===== src/rtl/d5m_config_sequencer.sv =====
// D5M sensor configuration sequencer: replays a register ROM through an I2C write
// master after power-up settling, retries NACKed writes and services exposure updates.
module d5m_config_sequencer #(
  parameter int unsigned TABLE_LEN      = 20,
  parameter int unsigned STARTUP_CYCLES = 50000,
  parameter int unsigned MAX_RETRY      = 3,
  parameter logic [7:0]  EXPOSURE_REG   = 8'h09
) (
  input  logic        piul1FpgaClock,
  input  logic        piul1FpgaReset,
  input  logic        piul1Start,
  input  logic        piul1ExposureUpdate,
  input  logic [15:0] piul16Exposure,
  output logic [4:0]  poul5TableIndex,
  input  logic [23:0] piul24TableData,
  output logic        poul1WrReq,
  output logic [7:0]  poul8WrAddr,
  output logic [15:0] poul16WrData,
  input  logic        piul1WrDone,
  input  logic        piul1WrNack,
  output logic        poul1Busy,
  output logic        poul1ConfigDone,
  output logic        poul1Error
);

  localparam int unsigned RetryW = ($clog2(MAX_RETRY + 1) > 2) ? $clog2(MAX_RETRY + 1) : 2;
  localparam int unsigned StartW = ($clog2(STARTUP_CYCLES + 1) > 1) ? $clog2(STARTUP_CYCLES + 1) : 1;
  localparam int unsigned IndexW = 5;

  typedef enum logic [2:0] {
    IDLE, WAIT_PWR, LOAD, REQ, WAIT_ACK, GAP, DONE, ERROR
  } stateT;

  stateT             state;
  logic [StartW-1:0] startCnt;
  logic [RetryW-1:0] retryCnt;
  logic              expoPending;
  logic              expoActive;

  always_ff @(posedge piul1FpgaClock) begin
    if (piul1FpgaReset) begin
      state           <= IDLE;
      startCnt        <= '0;
      retryCnt        <= '0;
      expoPending     <= 1'b0;
      expoActive      <= 1'b0;
      poul5TableIndex <= '0;
      poul1WrReq      <= 1'b0;
      poul8WrAddr     <= '0;
      poul16WrData    <= '0;
      poul1Busy       <= 1'b0;
      poul1ConfigDone <= 1'b0;
      poul1Error      <= 1'b0;
    end else begin
      // Exposure requests arriving mid-pass are remembered and collapse into one write
      if (piul1ExposureUpdate && poul1Busy) begin
        expoPending <= 1'b1;
      end

      case (state)
        IDLE, DONE, ERROR: begin
          if (piul1Start) begin
            state           <= WAIT_PWR;
            poul1Busy       <= 1'b1;
            poul5TableIndex <= '0;
            retryCnt        <= '0;
            startCnt        <= '0;
            poul1ConfigDone <= 1'b0;
            poul1Error      <= 1'b0;
            expoPending     <= 1'b0;
            expoActive      <= 1'b0;
          end else if (state == DONE && (expoPending || piul1ExposureUpdate)) begin
            poul8WrAddr  <= EXPOSURE_REG;
            poul16WrData <= piul16Exposure;
            expoPending  <= 1'b0;
            expoActive   <= 1'b1;
            poul1WrReq   <= 1'b1;
            poul1Busy    <= 1'b1;
            state        <= REQ;
          end else if (state != DONE) begin
            expoPending <= 1'b0;
          end
        end

        WAIT_PWR: begin
          if (startCnt == StartW'(STARTUP_CYCLES - 1)) begin
            state <= LOAD;
          end else begin
            startCnt <= startCnt + StartW'(1);
          end
        end

        LOAD: begin
          poul8WrAddr  <= piul24TableData[23:16];
          poul16WrData <= piul24TableData[15:0];
          poul1WrReq   <= 1'b1;
          state        <= REQ;
        end

        REQ: begin
          state <= WAIT_ACK;
        end

        WAIT_ACK: begin
          if (piul1WrDone) begin
            poul1WrReq <= 1'b0;
            if (!piul1WrNack) begin
              retryCnt <= '0;
              if (expoActive) begin
                expoActive <= 1'b0;
                poul1Busy  <= 1'b0;
                state      <= DONE;
              end else if (poul5TableIndex == IndexW'(TABLE_LEN - 1)) begin
                poul1ConfigDone <= 1'b1;
                poul1Busy       <= 1'b0;
                state           <= DONE;
              end else begin
                poul5TableIndex <= poul5TableIndex + IndexW'(1);
                state           <= LOAD;
              end
            end else if (retryCnt < RetryW'(MAX_RETRY)) begin
              retryCnt <= retryCnt + RetryW'(1);
              state    <= GAP;
            end else begin
              // Index is left on the failing entry for diagnosis
              poul1Error <= 1'b1;
              poul1Busy  <= 1'b0;
              expoActive <= 1'b0;
              state      <= ERROR;
            end
          end
        end

        GAP: begin
          poul1WrReq <= 1'b1;
          state      <= REQ;
        end

        default: begin
          state <= IDLE;
        end
      endcase
    end
  end

endmodule


===== config.mk =====
export PLATFORM = sky130hd
export DESIGN_NAME = d5m_config_sequencer
export DESIGN_NICKNAME = d
export VERILOG_FILES = /design/src/rtl/d5m_config_sequencer.sv
export SDC_FILE = /design/constraint.sdc
export NUM_CORES = 1
export LEC_CHECK = 0
export ABC_CLOCK_PERIOD_IN_PS = 2700
export CAP_MARGIN = 20
export CORE_UTILIZATION = 50
export CTS_BUF_LIST = sky130_fd_sc_hd__clkbuf_8 sky130_fd_sc_hd__clkbuf_16
export DETAILED_ROUTE_END_ITERATION = 10
export GPL_TIMING_DRIVEN = 1
export PLACE_DENSITY = 0.83
export SLEW_MARGIN = 5
export SYNTH_ARGS = -nofsm -noshare
export SYNTH_HDL_FRONTEND = slang
export SYNTH_SLANG_ARGS = --single-unit

===== constraint.sdc =====
create_clock -name piul1FpgaClock -period 2.7 [get_ports piul1FpgaClock]
set_clock_uncertainty 0.1 [all_clocks]
set_input_delay 0.54 -clock piul1FpgaClock [delete_from_list [all_inputs] [get_ports piul1FpgaClock]]
set_output_delay 0.54 -clock piul1FpgaClock [all_outputs]
set_load 0.005 [all_outputs]

==> results of run 1 <==
[worst max-delay path, cell delays in order, from the launching register on]
cell and delay, ns:
dfxtp_1 0.52, or3b_1 0.64, a41o_4 0.39, or3_1 0.36, a31oi_1 0.18
[final cells by class]
class | count | area [µm²]
inverters | 10 | 37.5
multi-input cells | 240 | 1560
clock inverters | 2 | 7.51
well taps | 70 | 87.6
flip-flops and latches | 56 | 1120
repair buffers | 85 | 828
clock buffers | 6 | 82.6
fillers | 422 | 1540
[worst max path at each step]
stage,start,to,slack (ns),depth (start not counted)
floorplan,state[2]$_SDFFE_PP0P_,startCnt[5]$_SDFFE_PP0P_,0.87,6
global placement,piul1Start,poul16WrData[5]$_SDFFE_PP0P_,0.48,6
detailed placement,piul1Start,poul16WrData[11]$_SDFFE_PP0P_,0.36,6
CTS,state[2]$_SDFFE_PP0P_,startCnt[14]$_SDFFE_PP0P_,0.43,4
global route,state[2]$_SDFFE_PP0P_,startCnt[15]$_SDFFE_PP0P_,0.33,4
finish,state[2]$_SDFFE_PP0P_,startCnt[14]$_SDFFE_PP0P_,0.45,4
[power by group]
group / internal (mW) / switching, mW / total (mW) / leakage (nW)
clock network: 0.202 / 0.256 / 0.458 / 0.0538
logic: 0.635 / 0.670 / 1.31 / 0.767
registers: 0.991 / 0.110 / 1.10 / 0.456
[registers in the layout, indices dropped and copies added (netlist names)]
| signal | cells |
|---|---|
| expoActive | 1 |
| expoPending | 1 |
| poul16WrData | 16 |
| poul1Busy | 1 |
| poul1ConfigDone | 1 |
| poul1Error | 1 |
| poul1WrReq | 1 |
| poul5TableIndex | 5 |
| poul8WrAddr | 8 |
| retryCnt | 2 |
| startCnt | 16 |
| state | 3 |
[metal layers]
| layer | track usage [%] | wire (µm) | vias to the layer above |
|---|---|---|---|
| li1 | - | - | 1370 |
| met1 | 31.4 | 3270 | 1334 |
| met2 | 44.6 | 3620 | 93 |
| met3 | 4.52 | 445 | 13 |
| met4 | 8.30 | 116 | 0 |
| met5 | 0 | 0 | - |
[placed cells by master (no fill, tap or decap), types with 7 or more instances in the layout]
cell type         n
buf_4             7
nor3_1           11
clkdlybuf4s50_1  77
a22oi_1           7
inv_1            12
nand4_1           9
a21oi_1          15
nor2_1           38
nand3_1          19
mux2i_1          20
dfxtp_1          56
nand2_1          21
a211oi_1         20
[stage by stage]
step                      power [mW]  std cells  setup WS (ns)
after floorplan                 1.88        328          0.866
after global placement          2.38        461          0.479
after detailed placement        2.43        461          0.357
after CTS                       2.88        469          0.432
after global routing            3.03        469          0.330
final                           2.86        469          0.450
[kinds of logic (layout without fill, tap and decap cells)]
group	count (synthesis)	after routing
AND/OR/NAND/NOR	131	131
AO/OA/AOI/OAI	84	84
flip-flops	56	56
buffers and inverters	32	103
multiplexers	20	20
adder cells (fa/ha/maj)	3	3
XOR/XNOR	2	2
==> impl_metrics.yaml, run 1 <==
die:
  die_w_um: 77.1
  die_h_um: 77.1
  num_rows: 26
  core_um2: 5270
  die_area_um2: 5940
  initial_utilization_pct: 53.5
  ios: 79
yosys:
  yosys_warnings: 0
  synthTopCellsByCount: "dfxtp_1 (56), nor2_1 (39), nand2_1 (21)"
  synthTopCellsByArea: "dfxtp_1 (40%), mux2i_1 (7.1%), a211oi_1 (5.3%)"
  ys.flop_type: "dfxtp_1"
  synth_cell_type_count: 56
  yosys.area_share.simple_pct: 24.0
  yosysMostFrequentCell: "dfxtp_1"
  synth_edf_count: 0
  syn_nets: 377
  synth_fa_ha_area_share_pct: 1.33
  synthXorXnorAreaFrac_pct: 0.622
  synth_compound_area_share_pct: 22.2
  synth_top_area_share_pct: 39.8
  synth_area_um2: 2820
  avgSynthCellArea_um2: 8.59
  synth-seq-cells: 56
  synth_area_leader_cell: "dfxtp_1"
  synthMuxAreaShare_pct: 7.10
  synth_top_family_by_area: "simple AND/OR/NAND/NOR gates"
  netlist_instances: 328
  async_flop_share_pct: 0
  ys_seq_area_share_pct: 39.8
timing:
  worstMarginPinSlew_ns: 0.622
  setup_viol: 0
  fin_tns_setup_ns: 0
  clock.fmax_mhz: 445
  period_share_pct: 83.3
  holdWs_ns: 0.391
  maxSlewViolCount: 0
  rsz0062_at_grt: "false"
  fin_crit_ns: 2.25
  slew_headroom_pct: 58.5
  hold_viol: 0
setup_path:
  arrival_ns: 2.38
  ff2ff_path_depth: 4
  rr_startpoint: "state[2]$_SDFFE_PP0P_"
  start_kind: "register"
  crit_fanout: 18
  r2r_slack_ns: 0.45
  critical_path_class: "register to register"
  rr_endpoint: "startCnt[14]$_SDFFE_PP0P_"
  critPathCaptureType: "register"
  critical_path_required_ns: 2.83
grt:
  grt_pass1_wl_um: 12200
  antenna_found_initial: 0
  overflow: 0
  grt_max_degree: 39
  first_global_vias: 2607
  grt_use_total_pct: 25.5
clock_tree:
  cts_num_sinks: 56
  cts-hold-fix-buffers: 0
  clkTransAtPathRegs_ns: 0.09
  clock_path_buffers: 2
  clk_latency_ns: 0.31
  cts_buffers: 5
  cts-resized-gates: 0
  h-tree-depth: 2
  post-cts-setup-buffers: 0
  cts_tree: "done"
  root_buffer: "clkbuf_8"
pwr:
  leakage_nw: 1.28
  power_density_nw_per_um2: 768
  ir_drop_mv: 0.510
layout:
  final_nets: 447
  fin_util_pct: 70.8
  final_cell_area_um2: 3730
  drive_gt1_share_pct: 6.27
  area_growth_pct: 32.3
  diodes: 0
route:
  wl_per_cell_um: 15.9
  first_pass_iters: 4
  drtAntennaViolNets: 0
  drtIter0Drc: 204
  drcViolationCount: 0
  wirelength_um: 7450
  vias: 2810
  via_per_inst: 5.99
run:
  max-cap-violations: 0
worst_hold_path:
  hold_path.class: "register to register"
  min_path_cells: 2
  hold_start: "retryCnt[0]$_SDFFE_PP0P_"
  holdPathEnd: "retryCnt[0]$_SDFFE_PP0P_"
run_status:
  outcome: "complete, no violations"
place:
  hpwlAfterDp_um: 5360
  portBuffers: 78
  routabilityCongestion: 0.917
  post_dp_cell_area_um2: 3640
No activity file was read; power rests on OpenSTA's default activity.
==> run 2: changes to the inputs <==
ABC_CLOCK_PERIOD_IN_PS = 2250   (was 2700)
CORE_UTILIZATION = 48   (was 50)
PLACE_DENSITY = 0.8   (was 0.83)
clock period = 2.25 ns   (was 2.7 ns; I/O delays follow)
==> impl_metrics.yaml, run 2 (synthesis results as in run 1) <==
run_status:
  outcome: "complete, no violations"
timing:
  rsz0062_at_grt: "false"
  setup_slack_ns: 0.257
  fin_tns_setup_ns: 0
  setup_viol: 0
  slew_headroom_pct: 67.4
  worstMarginPinSlew_ns: 0.489
  fin_crit_ns: 1.99
  clock.fmax_mhz: 502
  hold_viol: 0
  period_share_pct: 88.6
  maxSlewViolCount: 0
  holdWs_ns: 0.379
die:
  initial_utilization_pct: 50.5
  num_rows: 27
  die_area_um2: 6180
  die_h_um: 78.6
  ios: 79
  die_w_um: 78.6
  core_um2: 5570
route:
  wirelength_um: 7180
  drtAntennaViolNets: 0
  drtIter0Drc: 160
  drcViolationCount: 0
  wl_per_cell_um: 15.0
  first_pass_iters: 4
  vias: 2838
  via_per_inst: 5.92
setup_path:
  crit_family: "compound AO/OA/AOI/OAI gates"
  crit_fanout: 18
  max_stage_delay_ns: 0.43
  critical_path_class: "register to register"
  worst-path-stages: 5
  start_kind: "register"
  arrival_ns: 2.09
  cp_num_buf_inv: 0
  critPathCaptureType: "register"
  cp_cell_sequence: "ha_1 > and4_1 > a41o_4 > a31oi_1 > a2111oi_0"
  ff2ff_path_depth: 5
  critical_path_required_ns: 2.34
  critical_path.slowest_cell: "dfxtp_1"
grt:
  first_global_vias: 2583
  grt_use_total_pct: 23.6
  grt_pass1_wl_um: 11800
  antenna_found_initial: 0
  grt_max_degree: 36
  overflow: 0
clock_tree:
  post-cts-setup-buffers: 0
  clkTransAtPathRegs_ns: 0.10
  cts_num_sinks: 56
  h-tree-depth: 2
  clock_path_buffers: 2
  clk_latency_ns: 0.31
  cts_buffers: 5
  root_buffer: "clkbuf_8"
  cts-hold-fix-buffers: 0
  cts_tree: "done"
layout:
  area_growth_pct: 34.9
  largest_registers: "poul16WrData x16, startCnt x16, poul8WrAddr x8"
  drive_gt1_share_pct: 8.35
  layout.cells.most_common: "clkdlybuf4s50_1"
  stdcell_count: 479
  final_nets: 455
  final_cell_area_um2: 3800
  layout_common_cells: "clkdlybuf4s50_1 (77), dfxtp_1 (56), nor2_1 (38)"
  fin_util_pct: 68.2
  diodes: 0
pwr:
  power_density_nw_per_um2: 919
  ir_drop_mv: 0.639
  leakage_nw: 1.32
  total_power_mw: 3.49
place:
  post_dp_cell_area_um2: 3710
  hpwlAfterDp_um: 5260
  routabilityCongestion: 0.940
  dp.cells: 471
  place_ws_ns: 0.150
  portBuffers: 78
run:
  max-cap-violations: 0
worst_hold_path:
  hold_path.class: "register to register"
  min_path_cells: 2
run 2: cell count changes in the layout (fill, tap and decap cells not counted), sizes merged:
cell and delta:
clkinv +1, clkbuf -1, buf +8
run 2: routing by layer:
layer	vias to the layer above	track usage, %	wire length (µm)
li1	1388	-	-
met1	1352	29.6	3160
met2	82	39.7	3560
met3	16	3.72	296
met4	0	10.2	170
met5	-	0	0
run 2: final cells by class:
class | instances | area (µm²)
fill | 466 | 1770
sequential | 56 | 1120
inverter | 10 | 37.5
tap | 72 | 90.1
timing repair buffer | 93 | 901
multi-input combinational | 240 | 1570
clock inverter | 3 | 16.3
clock buffer | 5 | 68.8
run 2: final timing paths:
check / startpoint / endpoint / slack (ns)
worst max register to register: startCnt[0]$_SDFFE_PP0P_ / state[1]$_SDFFE_PP0P_ / 0.26
worst min register to register: retryCnt[1]$_SDFFE_PP0P_ / retryCnt[1]$_SDFFE_PP0P_ / 0.38
worst min-delay path: retryCnt[1]$_SDFFE_PP0P_ / retryCnt[1]$_SDFFE_PP0P_ / 0.38
worst max-delay path: startCnt[0]$_SDFFE_PP0P_ / state[1]$_SDFFE_PP0P_ / 0.26
run 2: what timing repair did:
item                                   CTS  global route
setup endpoints to repair                0             2
endpoints found under the hold margin    0             0
resized for setup                        0             1
run 2: where the power goes:
group	internal, mW	switching, mW	total [mW]
Sequential	1.19	0.136	1.33
Combinational	0.821	0.810	1.63
Clock	0.214	0.323	0.538
Total	2.22	1.27	3.49
run 2: worst register-to-register path, stage by stage, from the launching register on:
cell and delay [ns]:
dfxtp_1 0.43, ha_1 0.26, and4_1 0.31, a41o_4 0.34, a31oi_1 0.10, a2111oi_0 0.35
